`src/rtl/chain_frame_ctrl.sv`:
```
// Frame sequencer between the UART byte receiver and the chain-code decoder:
// sync hunt, 5-byte shape header, payload forwarding and one result per frame.
module chain_frame_ctrl #(
    parameter logic [7:0]  SYNC_BYTE   = 8'hA5,
    parameter int unsigned GAP_MAX     = 50000,
    parameter int unsigned DEC_TIMEOUT = 4096,
    parameter int unsigned CNT_W       = 16
) (
    input  logic        clk,
    input  logic        reset,
    input  logic [7:0]  rx_data,
    input  logic        rx_valid,
    input  logic        dec_done,
    input  logic        dec_error,
    output logic        dec_rst,
    output logic        dec_start,
    output logic [6:0]  start_row,
    output logic [6:0]  start_col,
    output logic [7:0]  perimeter,
    output logic [11:0] area,
    output logic [7:0]  code,
    output logic        code_valid,
    output logic        busy,
    output logic        frame_ok,
    output logic        frame_err,
    output logic [2:0]  err_code
);
    typedef enum logic [2:0] {S_IDLE, S_HDR, S_START, S_PAYLOAD, S_WAIT, S_REPORT} state_t;

    localparam logic [2:0] ERR_NONE   = 3'd0;
    localparam logic [2:0] ERR_HDR    = 3'd1;
    localparam logic [2:0] ERR_GAP    = 3'd2;
    localparam logic [2:0] ERR_DEC_TO = 3'd3;
    localparam logic [2:0] ERR_DEC    = 3'd4;

    localparam logic [CNT_W-1:0] GAP_LAST = CNT_W'(GAP_MAX - 1);
    localparam logic [CNT_W-1:0] DEC_LAST = CNT_W'(DEC_TIMEOUT - 1);

    state_t           state, state_nx;
    logic [2:0]       hdr_idx;
    logic [6:0]       pay_cnt, pay_cnt_inc, n_bytes;
    logic [CNT_W-1:0] timer;
    logic [7:0]       row_b, col_b;
    logic [7:0]       skid_data;
    logic             skid_vld;
    logic             fwd, hdr_bad, res_ok;
    logic [7:0]       fwd_data;
    logic [2:0]       res_err;

    logic             dec_rst_d, dec_start_d, code_valid_d, busy_d, frame_ok_d, frame_err_d;
    logic [7:0]       code_d;
    logic [2:0]       err_code_d;

    // Full header bytes are kept so the range check can see bits 7:6.
    assign start_row   = row_b[6:0];
    assign start_col   = col_b[6:0];
    assign n_bytes     = 7'((10'(perimeter) * 10'd3 + 10'd7) >> 3);
    assign pay_cnt_inc = pay_cnt + 7'd1;
    assign hdr_bad     = (row_b[7:6] != 2'b00) || (col_b[7:6] != 2'b00) || (perimeter == 8'd0);
    assign fwd         = (state == S_PAYLOAD) && (rx_valid || skid_vld);
    assign fwd_data    = skid_vld ? skid_data : rx_data;

    always_ff @(posedge clk) begin
        if (reset) state <= S_IDLE;
        else       state <= state_nx;
    end

    always_comb begin
        state_nx = state;
        res_ok   = 1'b0;
        res_err  = ERR_NONE;
        case (state)
            S_IDLE: if (rx_valid && rx_data == SYNC_BYTE) state_nx = S_HDR;
            S_HDR: begin
                if (rx_valid) begin
                    if (hdr_idx == 3'd4) begin
                        if (hdr_bad) begin
                            state_nx = S_REPORT;
                            res_err  = ERR_HDR;
                        end else begin
                            state_nx = S_START;
                        end
                    end
                end else if (timer == GAP_LAST) begin
                    state_nx = S_REPORT;
                    res_err  = ERR_GAP;
                end
            end
            S_START: state_nx = S_PAYLOAD;
            S_PAYLOAD: begin
                if (fwd) begin
                    if (pay_cnt_inc == n_bytes) state_nx = S_WAIT;
                end else if (timer == GAP_LAST) begin
                    state_nx = S_REPORT;
                    res_err  = ERR_GAP;
                end
            end
            S_WAIT: begin
                if (dec_done) begin
                    state_nx = S_REPORT;
                    if (dec_error) res_err = ERR_DEC;
                    else           res_ok  = 1'b1;
                end else if (timer == DEC_LAST) begin
                    state_nx = S_REPORT;
                    res_err  = ERR_DEC_TO;
                end
            end
            S_REPORT: state_nx = S_IDLE;
            default:  state_nx = S_IDLE;
        endcase
    end

    // Outputs are computed from the next state so every pulse lines up with its state.
    always_comb begin
        dec_rst_d    = (state == S_IDLE) && (state_nx == S_HDR);
        dec_start_d  = (state_nx == S_START);
        code_valid_d = fwd;
        code_d       = fwd ? fwd_data : code;
        busy_d       = (state_nx != S_IDLE);
        frame_ok_d   = res_ok;
        frame_err_d  = (res_err != ERR_NONE);
        err_code_d   = err_code;
        if (dec_rst_d)                 err_code_d = ERR_NONE;
        else if (state_nx == S_REPORT) err_code_d = res_err;
    end

    always_ff @(posedge clk) begin
        if (reset) begin
            dec_rst    <= 1'b0;
            dec_start  <= 1'b0;
            code       <= '0;
            code_valid <= 1'b0;
            busy       <= 1'b0;
            frame_ok   <= 1'b0;
            frame_err  <= 1'b0;
            err_code   <= '0;
        end else begin
            dec_rst    <= dec_rst_d;
            dec_start  <= dec_start_d;
            code       <= code_d;
            code_valid <= code_valid_d;
            busy       <= busy_d;
            frame_ok   <= frame_ok_d;
            frame_err  <= frame_err_d;
            err_code   <= err_code_d;
        end
    end

    always_ff @(posedge clk) begin
        if (reset) begin
            hdr_idx   <= '0;
            pay_cnt   <= '0;
            timer     <= '0;
            row_b     <= '0;
            col_b     <= '0;
            perimeter <= '0;
            area      <= '0;
            skid_data <= '0;
            skid_vld  <= 1'b0;
        end else begin
            if (state == S_HDR && rx_valid) hdr_idx <= hdr_idx + 3'd1;
            else if (state != S_HDR)        hdr_idx <= '0;

            if (state_nx == S_START) pay_cnt <= '0;
            else if (fwd)            pay_cnt <= pay_cnt_inc;

            // One counter serves as rx gap timer and decoder timeout; any state change restarts it.
            if (state_nx != state)
                timer <= '0;
            else if ((state == S_HDR || state == S_PAYLOAD) && (rx_valid || skid_vld))
                timer <= '0;
            else if (state == S_HDR || state == S_PAYLOAD || state == S_WAIT)
                timer <= timer + CNT_W'(1);

            if (state == S_HDR && rx_valid) begin
                case (hdr_idx)
                    3'd0:    row_b      <= rx_data;
                    3'd1:    col_b      <= rx_data;
                    3'd2:    perimeter  <= rx_data;
                    3'd3:    area[7:0]  <= rx_data;
                    3'd4:    area[11:8] <= rx_data[3:0];
                    default: ;
                endcase
            end

            if (state == S_START && rx_valid) begin
                skid_data <= rx_data;
                skid_vld  <= 1'b1;
            end else if (state == S_PAYLOAD) begin
                skid_vld  <= 1'b0;
            end
        end
    end
endmodule
```
`config.mk`:
```
export PLATFORM = sky130hd
export DESIGN_NAME = chain_frame_ctrl
export DESIGN_NICKNAME = d
export VERILOG_FILES = /design/src/rtl/chain_frame_ctrl.sv
export SDC_FILE = /design/constraint.sdc
export NUM_CORES = 1
export LEC_CHECK = 0
export ABC_AREA = 1
export ABC_CLOCK_PERIOD_IN_PS = 6900
export CAP_MARGIN = 30
export CORE_MARGIN = 3
export CORE_UTILIZATION = 55
export CTS_BUF_LIST = sky130_fd_sc_hd__clkbuf_4
export CTS_CLUSTER_SIZE = 28
export DETAILED_ROUTE_END_ITERATION = 10
export DONT_BUFFER_PORTS = 1
export GPL_TIMING_DRIVEN = 0
export PLACE_DENSITY = 0.7
export RECOVER_POWER = 50
export SLEW_MARGIN = 25
export SYNTH_ARGS = -nofsm -noshare
export SYNTH_HDL_FRONTEND = slang
export SYNTH_SLANG_ARGS = --single-unit
export TNS_END_PERCENT = 100
```
`constraint.sdc`:
```
create_clock -name clk -period 6.9 [get_ports clk]
set_clock_uncertainty 0.15 [all_clocks]
set_input_delay 1.725 -clock clk [delete_from_list [all_inputs] [get_ports clk]]
set_output_delay 1.725 -clock clk [all_outputs]
set_load 0.01 [all_outputs]
```
Word-level counts from Yosys, hierarchy flattened
Cells that the tools add are included.
- register bits: 91
- bits in latches: 0
- memory bits (writable): 0
- memory bits (read-only): 0
- input port bits: 13
- word-level logic and storage cells: 97
- memories: 0
- $add $sub $neg: 4
- multipliers: 1
- div/mod/pow operators: 0
- order comparisons: 0
- equal/unequal tests: 17
- shift-type cells: 0
- muxes and demuxes: 25
- bitwise operators: 2
- reduce and logical (&&, ||, !) cells: 29
- operator list (cell ; count):
    $mux 3 ; 15
    $add 16x1->16 const B ; 1
    $eq 16x12->1 const B ; 1
    $eq 16x16->1 const B ; 1
    $eq 3x2->1 const B ; 5
    $pmux 3 s5 ; 1
    $add 10x3->10 const B ; 1
    $mul 8x2->10 const B ; 1
    $reduce_and 2->1 ; 5
    $eq 3x1->1 const B ; 3
    $eq 3x3->1 const B ; 3
    $pmux 3 s3 ; 1
    $eq 8x8->1 const B ; 1
    $logic_not 8->1 ; 1
    $mux 8 ; 1
    $reduce_bool 2->1 ; 4
    $add 7x1->7 const B ; 1
    $eq 7x7->1 ; 1
    $logic_and 1x1->1 ; 6
    $logic_not 3->1 ; 2
    $reduce_bool 3->1 ; 2
    $reduce_or 3->1 ; 2
    $logic_or 1x1->1 ; 5
    $mux 1 ; 5
    other kinds (6) ; 9

Longest topological paths before layout
Gate-level depths: netlist of run 1.
- word-level depth: 10
- mapped depth: 22
- mapped depth without buffers: 22

Least setup slack after synthesis of run 1
Ideal clock, no wire load.
- path type: input -> register
- start point: in rx_valid
- end point: reg timer[9]
- setup time: 0.117 ns
- data arrival time: 2.969 ns
- data required time: 6.633 ns
- slack: 3.664 ns
- stages on the path: 14
- buffers on the path: 1
- cells stage by stage: nor2_1 -> nor2_4 -> nand2_1 -> nor2_1 -> nand2_1 -> nor2_1 -> nand2_1 -> nor2_1 -> nand2_1 -> nand2_1 -> a21oi_2 -> nand3_4 -> buf_6 -> nor2_2
- cells in the longest elaborated chain, start to end: 6
- elaborated cells on any way between the ends: 10
- classes of those cells: 1 x eq/ne; 4 x mux; 5 x reduce/logical
- ends and longest elaborated chain (element ; RTL line ; source):
    from (decl) ; 12 ; input logic rx_valid,
    $logic_or 1x1->1 ; 60, 170 ;
    $logic_and 1x1->1 ; 60 ; assign fwd = (state == S_PAYLOAD) && (rx_valid || skid_vld);
    $mux 3 ; 91 ; if (fwd) begin
    $pmux 3 s5 ; 72 ; case (state)
    $ne 3x3->1 ; 168 ; if (state_nx != state)
    $reduce_or 3->1 (no source line) * ; -- ;
    to (signal assigned) ; 173 ; timer <= timer + CNT_W'(1);
    to (decl) ; 42 ; logic [CNT_W-1:0] timer;
Mark *: on every way between the ends. The rest lies on a longest branch, timed or not.
A chain may end at the register's enable or synchronous reset.

Final worst setup path of run 1
- start point: reg perimeter[2]
- end point: reg timer[12]
- cells in the longest elaborated chain, start to end: 8
- elaborated cells on any way between the ends: 13
- classes of those cells: 1 x add/sub; 1 x mul; 2 x eq/ne; 6 x mux; 3 x reduce/logical
- ends and longest elaborated chain (element ; RTL line ; source):
    from (decl) ; 19 ; output logic [7:0] perimeter,
    from (signal assigned) ; 179 ; 3'd2: perimeter <= rx_data;
    $mul 8x2->10 or $logic_not 8->1 (tied branches) ; 57, 59 ;
    $add 10x3->10 or $logic_or 1x1->1 (tied branches) ; 57, 59 ;
    $eq 7x7->1 or $mux 3 (tied branches) ; 92, 77 ;
    $mux 3, on equally long branches ; 92, 76 ;
    $mux 3, on equally long branches ; 91, 75 ;
    $pmux 3 s5 * ; 72 ;
    $ne 3x3->1 * ; 168 ;
    $reduce_or 3->1 (no source line) * ; -- ;
Marked as above.

==> results of run 1 <==
## registers in the layout (all words and copies together) (netlist names), 7 cells and up
register and count:
col_b 8, skid_data 8, code 8, area 12
perimeter 8, pay_cnt 7, timer 16, row_b 8
## where the power goes
part | internal (mW) | total [mW] | switching, mW
registers | 0.526 | 0.526 | 0.000108
clock network | 0.0801 | 0.276 | 0.196
logic | 0.00560 | 0.0244 | 0.0188
## cell type report
cell class / instances / area share, %
Sequential cell: 91 / 36.98
Buffer: 32 / 3.683
Clock buffer: 9 / 1.372
Tap cell: 105 / 2.667
Inverter: 94 / 7.163
Multi-Input combinational cell: 446 / 46.94
Clock inverter: 7 / 1.194
## layer usage
layer  GRT usage [%]  vias to the layer above  part of all wire, %
met5               0                        -                    0
met4           8.718                        0                  2.0
met3           4.500                       19                  5.1
met2           39.11                       99                   47
met1           30.04                     1884                   46
li1                -                     2149                    -
## Yosys cell counts, types with 2 or more instances
library cell,n
xnor2_1,3
nand4_1,14
xor2_1,10
clkbuf_1,16
o21ai_0,46
a21oi_2,2
dfxtp_1,91
inv_1,91
a21oi_1,73
nor2_2,10
buf_4,14
ha_1,23
inv_2,3
nor2_1,62
nor2_4,2
nor4_1,3
nand3_1,37
nand2_2,4
nor3_1,6
a211oi_1,7
nand2_1,135
## worst paths after layout
kind / cells past startpoint / slack (ps) / end / startpoint
worst min register to register: 2 / 350 / pay_cnt[6] / pay_cnt[6]
worst max register to register: 17 / 3630 / timer[12] / perimeter[2]
worst min-delay path: 2 / 350 / pay_cnt[6] / pay_cnt[6]
worst max-delay path: 17 / 3630 / timer[12] / perimeter[2]
## cells by family (layout without fill, tap and decap cells)
family          count (synthesis)  after routing  share of synthesized area (%)
buf+inv                       126            142                          11.43
compound gates                131            131                          14.66
flops                          91             91                          38.96
simple gates                  279            279                          26.36
xor+xnor                       13             13                          2.435
fa+ha+maj                      23             23                          6.155
## worst register-to-register path, cell delays in order, from the launching register on
cell and delay [ps]:
dfxtp_1 500, inv_1 160, ha_1 320, ha_1 360
a21oi_1 210, nand2_1 130, nand2_1 120, nand2_1 70
nand2_1 70, nand3_1 60, nand2_1 70, nor2_1 40
nand2_1 140, nand2_1 200, a21oi_2 220, nand3_4 130
buf_6 180, nor2_2 80
## stage by stage
step	std cells	area [um2]	power (mW)	setup WS, ps	hold slack (ps)
2_1_floorplan	663	4676	0.5540	3664	301.7
3_3_place_gp	768	4807	0.5614	3297	321.8
3_5_place_dp	768	4807	0.5615	3290	329.2
4_1_cts	784	4933	0.8347	3619	351.4
5_1_grt	784	4926	0.8553	3288	368.6
6_report	784	4926	0.8260	3631	348.4
==> out/results.tsv, run 1 <==
stage	metric	value	unit
yosys	Synth area leaders	dfxtp_1 (39%), nand2_1 (11%), a21oi_1 (7.8%)	
placed_design	Final Wtd Congestion	0.9236	
critical_path	WS Path Type	flip-flop to flip-flop	
clocking	post-CTS resize count	0	
timing	Final Setup Violations	0	
yosys	Seq cells post-synth	91	
cells_and_area	layout filler cell count	792	
cells_and_area	final core utilization	59.95	%
cells_and_area	antenna cells	0	
timing	relative slew slack	60.36	%
yosys	register area share after synthesis	38.96	%
critical_path	Critical Path Most Common Cell	nand2_1	
floorplanning	die area	9643	um2
drt	total wire length	11.02	mm
floorplanning	Core Box Area	8217	um2
min_path	min-delay worst type	flip-flop to flip-flop	
floorplanning	row cnt	33	
critical_path	WP data required	7140	ps
timing	RSZ-0062 raised after global routing	no	
clocking	CTS tree	done	
clocking	H-tree depth	3	
yosys	share of the synthesized area in the top cell type	38.96	%
yosys	largest area contributor in the netlist	dfxtp_1	
timing	maximum operating frequency	0.3059	GHz
timing	number of hold violations in the final report	0	
cells_and_area	nets@finish	710	
cells_and_area	P&R area growth vs syn	5.352	%
critical_path	CP bufs+invs	2	
yosys	cell count after synthesis	663	
clocking	CTS root buf	clkbuf_4	
cells_and_area	layout cells sized above 1	8.100	%
drt	DR DRC count	0	
power_and_ir_drop	cell area power density	167.7	nW/um2
yosys	Syn Area/Cell	7.052	um2
floorplanning	Die Ht	98.20	um
floorplanning	Initial Utilization	56.91	%
critical_path	Worst path top cell family by delay	simple AND/OR/NAND/NOR gates	
global_route	initial antenna violation count	0	
yosys	ys async rst share	0	%
global_route	Tot GR Track Use	23.39	%
critical_path	CP peak stage delay	500	ps
global_route	GRT overflow	0	
drt	Pre-antenna DRT Iters	4	
floorplanning	I/O pin total	64	
power_and_ir_drop	leakage	2.189	nW
clocking	CTS max path bufs	2	
timing	Tmin final	3269	ps
yosys	warnings from Yosys	0	
yosys	EDFF count, synth	0	
timing	slew at the pin with the worst max-slew slack	594.6	ps
timing	Slew Viols, Final	0	
timing	final period utilization	47.37	%
critical_path	worst-path maximum fanout	10	
drt	DR vias	4151	
yosys	synth unique cells	32	
placed_design	dpl hpwl	8.495	mm
drt	Final ANT Viol Nets	0	
drt	Vias/cell	5.295	
timing	setup_tns	0	ps
drt	WL per Instance	14.05	um
placed_design	port bufs	0	
critical_path	Data arrival, critical path	3510	ps
critical_path	Critical-path top delay cell	dfxtp_1	
cells_and_area	commonest non-fill, non-tap cells in the layout	nand2_1 (135), inv_1 (91), dfxtp_1 (91), a21oi_1 (73), nor2_1 (63)	
critical_path	crit start category	flip-flop	
floorplanning	Die Wd	98.20	um
critical_path	cell breakdown of the critical path	inv_1 > ha_1 > ha_1 > a21oi_1 > nand2_1 > nand2_1 > nand2_1 > nand2_1 > nand3_1 > nand2_1 > nor2_1 > nand2_1 > nand2_1 > a21oi_2 > nand3_4 > buf_6 > nor2_2	
critical_path	critical path endpoint category	flip-flop	
yosys	Most used DFF post-synth	dfxtp_1	
yosys	Synth Cell Area	4676	um2
job	total of max-cap violations	0	
global_route	first-pass GRT wire length	18.51	mm
clocking	Sink Count	91	
global_route	vias in the first global route	3881	
clocking	clock latency on the worst-skew pair	450	ps
global_route	largest net degree at the start of global routing	18	
clocking	clock transition at the registers of the reported paths	160	ps
cells_and_area	commonest non-fill, non-tap cell in the layout	nand2_1	
clocking	hold buffers post-CTS	0	
cells_and_area	Storage cell area	1822	um2
yosys	syn_nets	699	
cells_and_area	multi-input logic area	2312	um2
status	outcome	complete, no violations	
clocking	Post-CTS Setup Inserts	0	
drt	initial DRC count	318	
clocking	CTS Buf Count	9	
power_and_ir_drop	Worst IR Drop VDD	91.59	uV
Note: power is estimated with default switching activity, not from simulation.
==> inputs of run 2 (changes only) <==
- ABC_CLOCK_PERIOD_IN_PS: 6900 -> 2600
- PLACE_DENSITY: 0.7 -> 0.73
- clock period: 6.9 -> 2.6 ns (I/O delays scaled with it)
==> run 2 against run 1 <==
Compared with the run above: the flow now finishes with violations (negative setup slack); critical endpoint is now err_code[2]; highest routed layer unchanged; non-clock buffer count grew 5; critical path type unchanged; global-route usage grew 0.88 points; largest power group unchanged; sequential cell count is the same.
==> out/results.tsv, run 2 (synthesized netlist as in run 1, its figures left out) <==
stage	metric	value	unit
placed_design	dpl cells	768	
clocking	CTS max path bufs	2	
floorplanning	I/O pin total	64	
placed_design	dpl hpwl	8.584	mm
critical_path	Stages on worst setup path	18	
clocking	clock latency on the worst-skew pair	470	ps
timing	slew at the pin with the worst max-slew slack	625.8	ps
placed_design	placed inst area	4836	um2
critical_path	WP data required	2850	ps
status	failing checks	negative setup slack	
critical_path	CP bufs+invs	3	
power_and_ir_drop	leakage	2.215	nW
global_route	first-pass GRT wire length	19.09	mm
critical_path	critical path endpoint category	flip-flop	
placed_design	Place WS	-368.8	ps
clocking	CTS Buf Count	9	
cells_and_area	antenna cells	0	
cells_and_area	commonest non-fill, non-tap cells in the layout	nand2_1 (120), inv_1 (85), dfxtp_1 (84), a21oi_1 (69), nor2_1 (56)	
critical_path	Reg2Reg Capture Point	err_code[2]	
cells_and_area	layout cells sized above 1	14.04	%
floorplanning	Core Box Area	8217	um2
floorplanning	Die Wd	98.20	um
clocking	hold buffers post-CTS	0	
timing	Final WS setup	-242.5	ps
timing	relative slew slack	58.28	%
critical_path	RR Startpoint	perimeter[4]	
status	outcome	complete, but fails checks	
floorplanning	Die Ht	98.20	um
drt	total wire length	11.59	mm
critical_path	Critical-path top delay cell	dfxtp_4	
global_route	largest net degree at the start of global routing	18	
critical_path	crit start category	flip-flop	
critical_path	worst-path maximum fanout	6	
timing	Final Setup Violations	22	
drt	Final ANT Viol Nets	0	
min_path	hold wc startpoint	dec_error	
global_route	initial antenna violation count	0	
clocking	CTS tree	done	
cells_and_area	nets@finish	715	
job	total of max-cap violations	0	
cells_and_area	multi-input logic area	2580	um2
floorplanning	Initial Utilization	56.91	%
drt	Pre-antenna DRT Iters	5	
min_path	Hold Path Depth	1	
critical_path	Worst path top cell family by delay	simple AND/OR/NAND/NOR gates	
clocking	H-tree depth	3	
floorplanning	row cnt	33	
global_route	Tot GR Track Use	24.27	%
global_route	vias in the first global route	4049	
critical_path	reg2reg path depth	18	
min_path	min-delay worst type	input port to flip-flop	
cells_and_area	layout filler cell count	732	
cells_and_area	final instance area	5246	um2
floorplanning	die area	9643	um2
cells_and_area	commonest non-fill, non-tap cell in the layout	nand2_1	
timing	Tmin final	2843	ps
drt	DR DRC count	0	
cells_and_area	Post-Layout Cell Count	789	
critical_path	cell breakdown of the critical path	inv_1 > ha_1 > ha_2 > nand2_1 > nor2_2 > nand2_4 > nand2_2 > nand2_1 > nand3_1 > nand2_1 > nor2_1 > nand2_2 > buf_4 > a21oi_4 > nand3_2 > nand2_1 > inv_1 > nor2_1	
placed_design	port bufs	0	
timing	number of hold violations in the final report	0	
power_and_ir_drop	cell area power density	424.7	nW/um2
drt	DR vias	4241	
cells_and_area	Largest regs	timer x16, area x12	
critical_path	Critical Path Most Common Cell	nand2_1	
timing	maximum operating frequency	0.3518	GHz
cells_and_area	Largest Register	timer	
clocking	Sink Count	91	
timing	final period utilization	109.3	%
global_route	GRT overflow	0	
clocking	clock transition at the registers of the reported paths	150	ps
clocking	CTS root buf	clkbuf_4	
power_and_ir_drop	Worst IR Drop VDD	282.7	uV
critical_path	flop2flop setup slack	-240	ps
critical_path	Data arrival, critical path	3100	ps
timing	Slew Viols, Final	0	
drt	initial DRC count	264	
drt	WL per Instance	14.69	um
critical_path	CP peak stage delay	410	ps
cells_and_area	Largest register FFs	16	
cells_and_area	Storage cell area	1841	um2
placed_design	Final Wtd Congestion	0.9374	
drt	Vias/cell	5.375	
critical_path	WS Path Type	flip-flop to flip-flop	
timing	RSZ-0062 raised after global routing	yes	
min_path	Hold Crit Endpoint	frame_ok	
cells_and_area	P&R area growth vs syn	12.20	%
## run 2: cell count changes in the layout (fill, tap and decap cells not counted), moves of 7 or more
cell      before  now
nand2_4        0    7
buf_4         14    4
nor2_4         1   13
dfxtp_1       91   84
nand2_2        4   12
nor2_1        63   56
nand2_1      135  120
clkbuf_1      16   29
## run 2: power by group
part           switching, mW  internal (mW)
Sequential          0.000282           1.39
Combinational         0.0576         0.0235
Clock                  0.528          0.228
Total                  0.586           1.64
## run 2: metal layers
metal | track usage (%) | up-vias | part of all wire [%]
met5 | 0 | - | 0
li1 | - | 2173 | -
met4 | 9.664 | 0 | 2.7
met2 | 39.48 | 108 | 48
met1 | 30.83 | 1934 | 42
met3 | 6.286 | 26 | 6.8
## run 2: worst reg2reg max path: cells and delay by family (launching register included)
kind	cells	cell delay (ps)
and+or+nand+nor	12	1080
buffers and inverters	3	260
adders and majority gates	2	680
AOI/OAI and AO/OA	1	200
DFF	1	410
## run 2: worst max-delay path by stage
stage / from / to / slack [ps]
2_1_floorplan: perimeter[1] / timer[9] / 10
3_3_place_gp: perimeter[1] / timer[6] / -300
3_5_place_dp: perimeter[3] / timer[5] / -370
4_1_cts: perimeter[2] / timer[4] / -230
5_1_grt: perimeter[2] / err_code[0] / -440
6_report: perimeter[4] / err_code[2] / -240
## run 2: timing repair
| action | 4_1_cts | 5_1_grt |
|---|---|---|
| endpoints found under the setup margin | 23 | 23 |
| pin swaps | 15 | 3 |
| cloned | 1 | 0 |
| setup buffers | 4 | 0 |
| gates resized for setup | 41 | 27 |
## run 2: per-stage QoR
stage          setup TNS, ps  power [mW]  utilization (%)  hold slack, ps
4_1_cts                -4186       2.240            63.23           89.50
5_1_grt                -8162       2.317            63.85           78.91
3_5_place_dp           -6355       1.490            58.85           338.4
3_3_place_gp           -5150       1.488            58.85           319.6
6_report               -4046       2.228            63.85           110.1
2_1_floorplan              0       1.470                -           301.7
## run 2: cell type report
class                           instances  area share (%)
Timing Repair Buffer                    5           1.240
Multi-Input combinational cell        446           49.18
Sequential cell                        91           35.08
Buffer                                 32           2.743
Clock buffer                           10           1.431
Tap cell                              105           2.504
Inverter                               94           6.797
Clock inverter                          6           1.026
